File: config.mk
export PLATFORM = sky130hd
export DESIGN_NAME = fb_write_arbiter
export DESIGN_NICKNAME = d
export VERILOG_FILES = /design/src/rtl/fb_arb_pkg.sv /design/src/rtl/rr_pick.sv /design/src/rtl/fb_write_arbiter.sv
export SDC_FILE = /design/constraint.sdc
export NUM_CORES = 1
export LEC_CHECK = 0
export BUFFER_PORTS_ARGS = -buffer_cell sky130_fd_sc_hd__buf_2
export CAP_MARGIN = 0
export CORE_UTILIZATION = 23
export DETAILED_ROUTE_END_ITERATION = 8
export PLACE_DENSITY = 0.42
export SKIP_LAST_GASP = 1
export SYNTH_ARGS = -nofsm -noshare
export SYNTH_HDL_FRONTEND = slang
export SYNTH_SLANG_ARGS = --single-unit
export TNS_END_PERCENT = 5
File: constraint.sdc
create_clock -name clk -period 2.46 [get_ports clk]
set_clock_uncertainty 0.15 [all_clocks]
set_input_delay 0.369 -clock clk [delete_from_list [all_inputs] [get_ports clk]]
set_output_delay 0.369 -clock clk [all_outputs]
set_load 0.005 [all_outputs]
File: src/rtl/fb_arb_pkg.sv
// rtl/fb_arb_pkg.sv - shared types and defaults for the framebuffer write arbiter
// Purpose: arbiter state encoding and the framebuffer geometry defaults that
//          are shared with the framebuffer controller.
package fb_arb_pkg;

    typedef enum logic [1:0] {
        ST_RUN    = 2'd0,
        ST_DRAIN  = 2'd1,
        ST_COMMIT = 2'd2,
        ST_ACK    = 2'd3
    } arb_state_e;

    localparam int FB_PIXELS_DEF = 640 * 480;
    localparam int ADDR_W_DEF    = 19;
    localparam int COLOR_W_DEF   = 4;

endpackage

File: src/rtl/rr_pick.sv
// rtl/rr_pick.sv - combinational round-robin priority picker
// Purpose: picks the first eligible requester searching ptr+1, ptr+2, ...
//          modulo N.
// Ports:
//   eligible_i  requesters that may be granted
//   ptr_i       index granted last; it has lowest priority this cycle
//   grant_o     one-hot grant (all zero when nothing is eligible)
//   idx_o       index of the granted requester (0 when none)
//   any_o       a grant was issued
module rr_pick #(
    parameter int N     = 2,
    parameter int IDX_W = (N > 1) ? $clog2(N) : 1
) (
    input  logic [N-1:0]     eligible_i,
    input  logic [IDX_W-1:0] ptr_i,
    output logic [N-1:0]     grant_o,
    output logic [IDX_W-1:0] idx_o,
    output logic             any_o
);

    always_comb begin
        grant_o = '0;
        idx_o   = '0;
        any_o   = 1'b0;
        for (int k = 1; k <= N; k++) begin
            if (!any_o && eligible_i[(int'(ptr_i) + k) % N]) begin
                any_o                              = 1'b1;
                grant_o[(int'(ptr_i) + k) % N]     = 1'b1;
                idx_o                              = IDX_W'((int'(ptr_i) + k) % N);
            end
        end
    end

endmodule

File: src/rtl/fb_write_arbiter.sv
// rtl/fb_write_arbiter.sv - round-robin arbiter for the framebuffer pixel-write port
// Purpose: shares one registered pixel-write port between NREQ drawing
//          requesters, gathers per-requester frame ends, then drains, holds
//          done for DONE_CYCLES and acknowledges the frame.
// Ports:
//   clk, rst                    clock, synchronous active-low reset
//   req_valid/addr/color        per-requester pixel writes (packed by index)
//   req_frame_end               per-requester last-pixel pulse
//   req_ready                   one-hot combinational grant
//   frame_ack                   1-cycle frame committed pulse
//   w_addr/color_in/en_w        registered framebuffer write port
//   done                        registered frame-complete level
//   busy_commit                 high in DRAIN, COMMIT, ACK
//   drop_count                  saturating out-of-range write count
//   frame_count                 committed frame count (wraps)
module fb_write_arbiter
    import fb_arb_pkg::*;
#(
    parameter int NREQ        = 2,
    parameter int ADDR_W      = ADDR_W_DEF,
    parameter int COLOR_W     = COLOR_W_DEF,
    parameter int FB_PIXELS   = FB_PIXELS_DEF,
    parameter int DONE_CYCLES = 4
) (
    input  logic                    clk,
    input  logic                    rst,
    input  logic [NREQ-1:0]         req_valid,
    input  logic [NREQ*ADDR_W-1:0]  req_addr,
    input  logic [NREQ*COLOR_W-1:0] req_color,
    input  logic [NREQ-1:0]         req_frame_end,
    output logic [NREQ-1:0]         req_ready,
    output logic                    frame_ack,
    output logic [ADDR_W-1:0]       w_addr,
    output logic [COLOR_W-1:0]      color_in,
    output logic                    en_w,
    output logic                    done,
    output logic                    busy_commit,
    output logic [15:0]             drop_count,
    output logic [15:0]             frame_count
);

    localparam int IDX_W = (NREQ > 1) ? $clog2(NREQ) : 1;
    localparam int CNT_W = $clog2(DONE_CYCLES + 1);
    localparam logic [ADDR_W:0] ADDR_LIMIT = (ADDR_W + 1)'(FB_PIXELS);

    arb_state_e          state_q;
    logic [NREQ-1:0]     end_seen_q;
    logic [IDX_W-1:0]    rr_ptr_q;
    logic [ADDR_W-1:0]   w_addr_q;
    logic [COLOR_W-1:0]  color_q;
    logic                en_w_q;
    logic                done_q;
    logic                frame_ack_q;
    logic [15:0]         frame_cnt_q;
    logic [15:0]         drop_q, drop_d;
    logic [CNT_W-1:0]    done_cnt_q;

    logic [NREQ-1:0]     eligible;
    logic [NREQ-1:0]     grant;
    logic [IDX_W-1:0]    grant_idx;
    logic                grant_any;
    logic [ADDR_W-1:0]   sel_addr;
    logic [COLOR_W-1:0]  sel_color;
    logic                in_range;
    logic [NREQ-1:0]     end_seen_nxt;

    // Only RUN grants; a requester that has ended its frame sits out until ACK.
    assign eligible = (state_q == ST_RUN) ? (req_valid & ~end_seen_q) : '0;

    rr_pick #(.N(NREQ), .IDX_W(IDX_W)) u_pick (
        .eligible_i (eligible),
        .ptr_i      (rr_ptr_q),
        .grant_o    (grant),
        .idx_o      (grant_idx),
        .any_o      (grant_any)
    );

    // The grant only covers eligible (hence valid) requesters, so any grant is a transfer.
    assign sel_addr     = req_addr[int'(grant_idx) * ADDR_W +: ADDR_W];
    assign sel_color    = req_color[int'(grant_idx) * COLOR_W +: COLOR_W];
    assign in_range     = {1'b0, sel_addr} < ADDR_LIMIT;
    assign end_seen_nxt = end_seen_q | req_frame_end;

    always_comb begin
        drop_d = drop_q;
        if (grant_any && !in_range && drop_q != 16'hFFFF) begin
            drop_d = drop_q + 16'd1;
        end
    end

    // Written every cycle so the counter always follows drop_d.
    always_ff @(posedge clk) begin
        if (!rst) begin
            drop_q <= '0;
        end else begin
            drop_q <= drop_d;
        end
    end

    always_ff @(posedge clk) begin
        if (!rst) begin
            state_q     <= ST_RUN;
            end_seen_q  <= '0;
            rr_ptr_q    <= IDX_W'(NREQ - 1);
            w_addr_q    <= '0;
            color_q     <= '0;
            en_w_q      <= 1'b0;
            done_q      <= 1'b0;
            frame_ack_q <= 1'b0;
            frame_cnt_q <= '0;
            done_cnt_q  <= '0;
        end else begin
            en_w_q      <= 1'b0;
            frame_ack_q <= 1'b0;
            case (state_q)
                ST_RUN: begin
                    if (grant_any) begin
                        rr_ptr_q <= grant_idx;
                        w_addr_q <= sel_addr;
                        color_q  <= sel_color;
                        en_w_q   <= in_range;
                    end
                    end_seen_q <= end_seen_nxt;
                    if (&end_seen_nxt) begin
                        state_q <= ST_DRAIN;
                    end
                end
                ST_DRAIN: begin
                    state_q    <= ST_COMMIT;
                    done_q     <= 1'b1;
                    done_cnt_q <= CNT_W'(DONE_CYCLES - 1);
                end
                ST_COMMIT: begin
                    if (done_cnt_q == '0) begin
                        state_q     <= ST_ACK;
                        done_q      <= 1'b0;
                        frame_ack_q <= 1'b1;
                        end_seen_q  <= '0;
                        frame_cnt_q <= frame_cnt_q + 16'd1;
                    end else begin
                        done_cnt_q <= done_cnt_q - 1'b1;
                    end
                end
                ST_ACK: begin
                    state_q <= ST_RUN;
                end
                default: begin
                    state_q <= ST_RUN;
                end
            endcase
        end
    end

    assign req_ready   = grant;
    assign frame_ack   = frame_ack_q;
    assign w_addr      = w_addr_q;
    assign color_in    = color_q;
    assign en_w        = en_w_q;
    assign done        = done_q;
    assign busy_commit = (state_q != ST_RUN);
    assign drop_count  = drop_q;
    assign frame_count = frame_cnt_q;

endmodule

### After elaboration in Yosys (flattened, before gate mapping)

Index checks and enable logic that the tools add are counted.

| storage, ports and cells | value |
|---|---|
| output and inout bits | 61 |
| input bits | 52 |
| register bits after elaboration | 66 |
| logic and storage cells | 85 |

| cells by class | value |
|---|---|
| $mul | 1 |
| reduce and logical (&&, ||, !) cells | 21 |
| shift-type cells | 2 |
| $lt $le $gt $ge | 5 |
| bitwise logic cells | 6 |
| add/subtract/negate cells | 5 |
| equality and inequality tests | 7 |
| mux-type cells | 27 |

Operators with widths:

| kind | number |
|---|---|
| $shiftx A38 B7 Y19 | 1 |
| $add A16 B1 Y16 const B | 2 |
| $lt A19 B19 Y1 const B | 1 |
| $ne A16 B16 Y1 const B | 1 |
| $reduce_and A2 Y1 | 8 |
| $mux W1 | 14 |
| $mux W2 | 6 |
| $pmux W2 S4 | 1 |
| $shiftx A8 B4 Y4 | 1 |
| $lt A2 B3 Y1 const B | 2 |
| $mul A1 B5 Y6 const B | 1 |
| $pmux W3 S2 | 1 |
| $reduce_bool A2 Y1 | 3 |
| $logic_and A1 B1 Y1 | 5 |
| $eq A2 B2 Y1 const B | 2 |
| $ge A2 B1 Y1 const B | 2 |
| $ne A2 B2 Y1 const B | 2 |
| $or A2 B2 Y2 | 2 |
| $pmux W2 S2 | 1 |
| $logic_not A3 Y1 | 1 |
| $mux W3 | 1 |
| $reduce_and A3 Y1 | 1 |
| $sub A3 B1 Y3 const B | 1 |
| $add A1 B1 Y1 const B | 2 |
| other kinds (9) | 12 |

### Depth between registers and ports, before layout

| logic depth | value |
|---|---|
| depth after elaboration | 16 |
| depth in mapped cells | 11 |

### Hierarchy

From an unflattened synthesis, not the netlist that was laid out.

| second synthesis, totals | value |
|---|---|
| cell total of the unflattened synthesis | 350 |
| area total of the unflattened synthesis | 3086.7 µm² |

Modules (own cells, without submodules):

| module | instances | area each (µm²) | cells each |
|---|---|---|---|
| fb_write_arbiter | 1 | 3054.2 | 345 |
| rr_pick | 1 | 32.5 | 5 |

### Least setup slack after synthesis

Ideal clock, no wire load.

| timing path | value |
|---|---|
| path kind | register to register |
| start | register state_q[0] |
| end | register drop_q[15] (netlist: drop_count[15]) |
| data arrival time | 1.723 ns |
| setup slack | 0.471 ns |
| period minus slack after synthesis | 1.989 ns |
| stages on the path, launching flop included | 9 |
| buffers on the path | 0 |
| required time | 2.194 ns |
| cell sequence | dfxtp_1 > inv_1 > ha_1 > nand4b_1 > nand2_2 > inv_4 > a32oi_4 > or4_1 > o211a_1 |

| between the ends | value |
|---|---|
| cells in the longest elaborated chain, start to end | 15 |

RTL lines:

| item | RTL line | text |
|---|---|---|
| from (decl) | fb_write_arbiter.sv:46 | `arb_state_e state_q;` |
| from (signal assigned) | fb_write_arbiter.sv:102 | `state_q <= ST_RUN;` |
| from (signal assigned) | fb_write_arbiter.sv:125 | `state_q <= ST_DRAIN;` |
| from (signal assigned) | fb_write_arbiter.sv:129 | `state_q <= ST_COMMIT;` |
| $logic_not A2 Y1 * | fb_write_arbiter.sv:68 | `assign eligible = (state_q == ST_RUN) ? (req_valid & ~end_seen_q) : '0;` |
| $mux W2 * | fb_write_arbiter.sv:68 |  |
| $mux W1 (implied by the code) (3 in a row) | rr_pick.sv:26 | `if (!any_o && eligible_i[(int'(ptr_i) + k) % N]) begin` |
| $mux W1 | rr_pick.sv:26 |  |
| $logic_not A1 Y1 | rr_pick.sv:26 |  |
| $logic_and A1 B1 Y1 | rr_pick.sv:26 |  |
| $mux W1 | rr_pick.sv:26 |  |
| $mul A1 B5 Y6 | fb_write_arbiter.sv:79 | `assign sel_addr = req_addr[int'(grant_idx) * ADDR_W +: ADDR_W];` |
| $shiftx A38 B7 Y19 | fb_write_arbiter.sv:79 |  |
| $lt A19 B19 Y1 | fb_write_arbiter.sv:81 | `assign in_range = {1'b0, sel_addr} < ADDR_LIMIT;` |
| $logic_not A1 Y1 | fb_write_arbiter.sv:86 | `if (grant_any && !in_range && drop_q != 16'hFFFF) begin` |
| $logic_and A1 B1 Y1 * (2 in a row) | fb_write_arbiter.sv:86 |  |
| to (signal assigned) | fb_write_arbiter.sv:96 | `drop_q <= drop_d;` |
| to (decl) | fb_write_arbiter.sv:55 | `logic [15:0] drop_q, drop_d;` |

Mark *: on every way between the ends. The rest lies on a longest branch, timed or not. The select of a mux whose other input is x is not followed.
A chain may end at the register's enable or synchronous reset.

### Worst setup path after layout

| timing path | value |
|---|---|
| start | register state_q[0] |
| end | output req_ready[1] |

| between the ends | value |
|---|---|
| cells in the longest elaborated chain, start to end | 9 |

RTL lines:

| item | RTL line | text |
|---|---|---|
| $logic_not A2 Y1 * | fb_write_arbiter.sv:68 |  |
| $mux W2 * | fb_write_arbiter.sv:68 |  |
| $mux W1 (implied by the code) (3 in a row) | rr_pick.sv:26 |  |
| $mux W1 | rr_pick.sv:26 |  |
| $logic_not A1 Y1 | rr_pick.sv:26 |  |
| $logic_and A1 B1 Y1 | rr_pick.sv:26 |  |
| $mux W2 * | rr_pick.sv:26 |  |
| to (decl) | fb_write_arbiter.sv:31 | `output logic [NREQ-1:0] req_ready,` |

Marked as above.

==> impl_metrics.tcl <==
set metrics [dict create \
    drt_pass1_iterations 6 \
    cts_setup_buffers 0 \
    pwr-share-clk 0.294 \
    p_int_uw 2830 \
    power_density_nw_per_um2 1030 \
    end_kind "primary output" \
    slew_headroom 0.676 \
    setup_tns_ns 0 \
    synth-main-ff-cell "dfxtp_1" \
    post-place-cells 651 \
    io_buffers 112 \
    avgSynthCellArea_um2 8.31 \
    hpwl_um 6270 \
    p_switching_uw 1520 \
    grt_pass1_wl_um 14500 \
    antenna_left 0 \
    syn_to_final_growth_pct 34.3 \
    drt_wl_total_um 8910 \
    crit_path_cell_trace "inv_1 -> ha_1 -> nand4b_1 -> nand2_2 -> inv_4 -> buf_4 -> buf_2" \
    grt_pass1_vias 2912 \
    clockRootBuffer "clkbuf_16" \
    cts_tree "done" \
    syn_nets 437 \
    clk_pin_slew_ns 0.05 \
    groute.usage.overall 0.131 \
    p_comb_frac 0.365 \
    cts-resized-gates 0 \
    clk_latency_ns 0.33 \
    final.period_utilization 0.923 \
    die_h_um 119 \
    viasPerCell 4.60 \
    cap_violations 0 \
    pwr-share-seq 0.341 \
    crit_path_max_incr_delay_ns 0.35 \
    hp-class "input port to flip-flop" \
    num_rows 42 \
    post_drt_wl_per_cell_um 13.4 \
    clock_sinks 66 \
    setup_viol 0 \
    synth_edf_count 0 \
    diodes 0 \
    period_needed_ns 2.27 \
    cts_buffers 9 \
    final_common_cell "buf_2" \
    finalHoldViolCount 0 \
    antenna_found_initial 0 \
    required_ns 1.94 \
    vias 3066 \
    grt_max_degree 49 \
    yosys.cell_types.count 51 \
    drc 0 \
    p_total_uw 4350 \
    ys_seq_elements 66 \
    final_area_um2 4210 \
    final_cell_mix "buf_2 (112), nand2_1 (68), dfxtp_1 (66), nor2_1 (52), a311oi_1 (22)" \
    htreeDepth 3 \
    final_cell_count_no_fill 667 \
    initial_core_util 0.236 \
    crit_type "flip-flop to primary output" \
    coreArea_um2 13200 \
    fmax_ghz 0.441 \
    finalMaxSlewViolations 0 \
    drive_gt1_frac 0.295 \
    rsz0062_at_grt "no" \
    synth_cells 377 \
    final_nets 546 \
    start_kind "flip-flop" \
    die_area_um2 14100 \
    gp_congestion 0.720 \
    tightestPinTransition_ns 0.482 \
    slowest_stage "dfxtp_1" \
    overflow 0 \
    cts_buffer_depth 2 \
    cts_hold_buf 0 \
    async_flop_share 0 \
    yosysWarnings 0 \
    fin_hold_ws_ns 0.145 \
    drtIter0Drc 154 \
    boundaryPins 113 \
    yosysSeqAreaShare 0.422 \
    place_area_um2 3900 \
    arrival_ns 1.75 \
    worst-path-max-fanout 24 \
    fp.dieW_um 119 \
    netSwitchingFraction 0.349 \
    syn_area_um2 3130 \
    status "complete, no violations" \
    leakage_uw 0.00179 \
    peakVddDrop_uv 483 \
]
==> logic make-up after synthesis <==
| group | Yosys count | share of synthesized area |
|---|---|---|
| simple gates | 181 | 0.276 |
| compound gates | 70 | 0.169 |
| flops | 66 | 0.422 |
| buf+inv | 33 | 0.0467 |
| xor+xnor | 14 | 0.0392 |
| fa+ha+maj | 8 | 0.0320 |
| mux | 5 | 0.0160 |
==> stage by stage <==
step | setup WS (ns) | util
after floorplan | 0.471 | -
after global placement | 0.263 | 0.295
after detailed placement | 0.181 | 0.295
after CTS | 0.141 | 0.318
after global routing | 0.0659 | 0.318
final | 0.190 | 0.318
==> cells in the mapped netlist, types with 4 or more instances <==
cell type,instances,area share
inv_1,10,0.012
nand4_1,6,0.012
clkbuf_1,14,0.017
dfxtp_1,66,0.42
nor2_1,52,0.062
o31ai_1,9,0.022
mux2i_1,5,0.016
or4_1,9,0.022
a311oi_1,22,0.062
and2_1,5,0.010
ha_1,8,0.032
nand2b_1,4,0.0080
nand2_1,68,0.082
a211oi_1,4,0.0096
xnor2_1,5,0.014
a21oi_1,14,0.022
nand3_1,14,0.022
o21ai_0,7,0.011
xor2_1,9,0.025
==> state kept, by name, indices dropped and copies added, names as in the netlist <==
signal       count
w_addr          19
drop_count      16
frame_count     16
color_in         4
done_cnt_q       3
end_seen_q       2
state_q          2
done             1
en_w             1
frame_ack        1
rr_ptr_q         1
==> cell type report <==
cell class,count,area (um^2)
fill,1435,9040
multi-input combinational,278,1660
sequential,66,1320
timing repair buffer,119,651
clock buffer,15,298
tap,176,220
inverter,12,47.5
clock inverter,1,5.00
==> worst max-delay path, delay by kind of cell, from the launching register on <==
| kind | cells | cell delay [ns] |
|---|---|---|
| buffers and inverters | 4 | 0.59 |
| adders and majority gates | 1 | 0.27 |
| DFF | 1 | 0.35 |
| and+or+nand+nor | 2 | 0.21 |
==> power by group through the flow <==
stage	Clock, uW	Sequential, uW	Combinational (uW)
2_1_floorplan	0	1520	1010
3_3_place_gp	0	1500	1590
3_5_place_dp	0	1510	1600
4_1_cts	1340	1490	1610
5_1_grt	1380	1520	1800
6_report	1280	1480	1590
==> per-layer routing <==
metal | routed length, um | vias to the layer above | share of wire | global-route usage
met3 | 748 | 9 | 0.084 | 0.0565
met4 | 127 | 0 | 0.014 | 0.0546
met1 | 4120 | 1400 | 0.46 | 0.157
met2 | 3920 | 101 | 0.44 | 0.204
met5 | 0 | - | 0 | 0
li1 | - | 1556 | - | -
==> path summary, 6_finish.rpt <==
path	from	to	slack [ns]	cells past startpoint
worst max-delay path	state_q[0]$_SDFFE_PN0P_	req_ready[1]	0.19	7
worst max register to register	state_q[0]$_SDFFE_PN0P_	drop_count[15]$_SDFFE_PN0P_	0.19	8
worst min-delay path	req_frame_end[0]	end_seen_q[0]$_SDFFE_PN0P_	0.15	3
worst min register to register	drop_count[9]$_SDFFE_PN0P_	drop_count[9]$_SDFFE_PN0P_	0.34	2
Power figures use the tool's default switching activity.
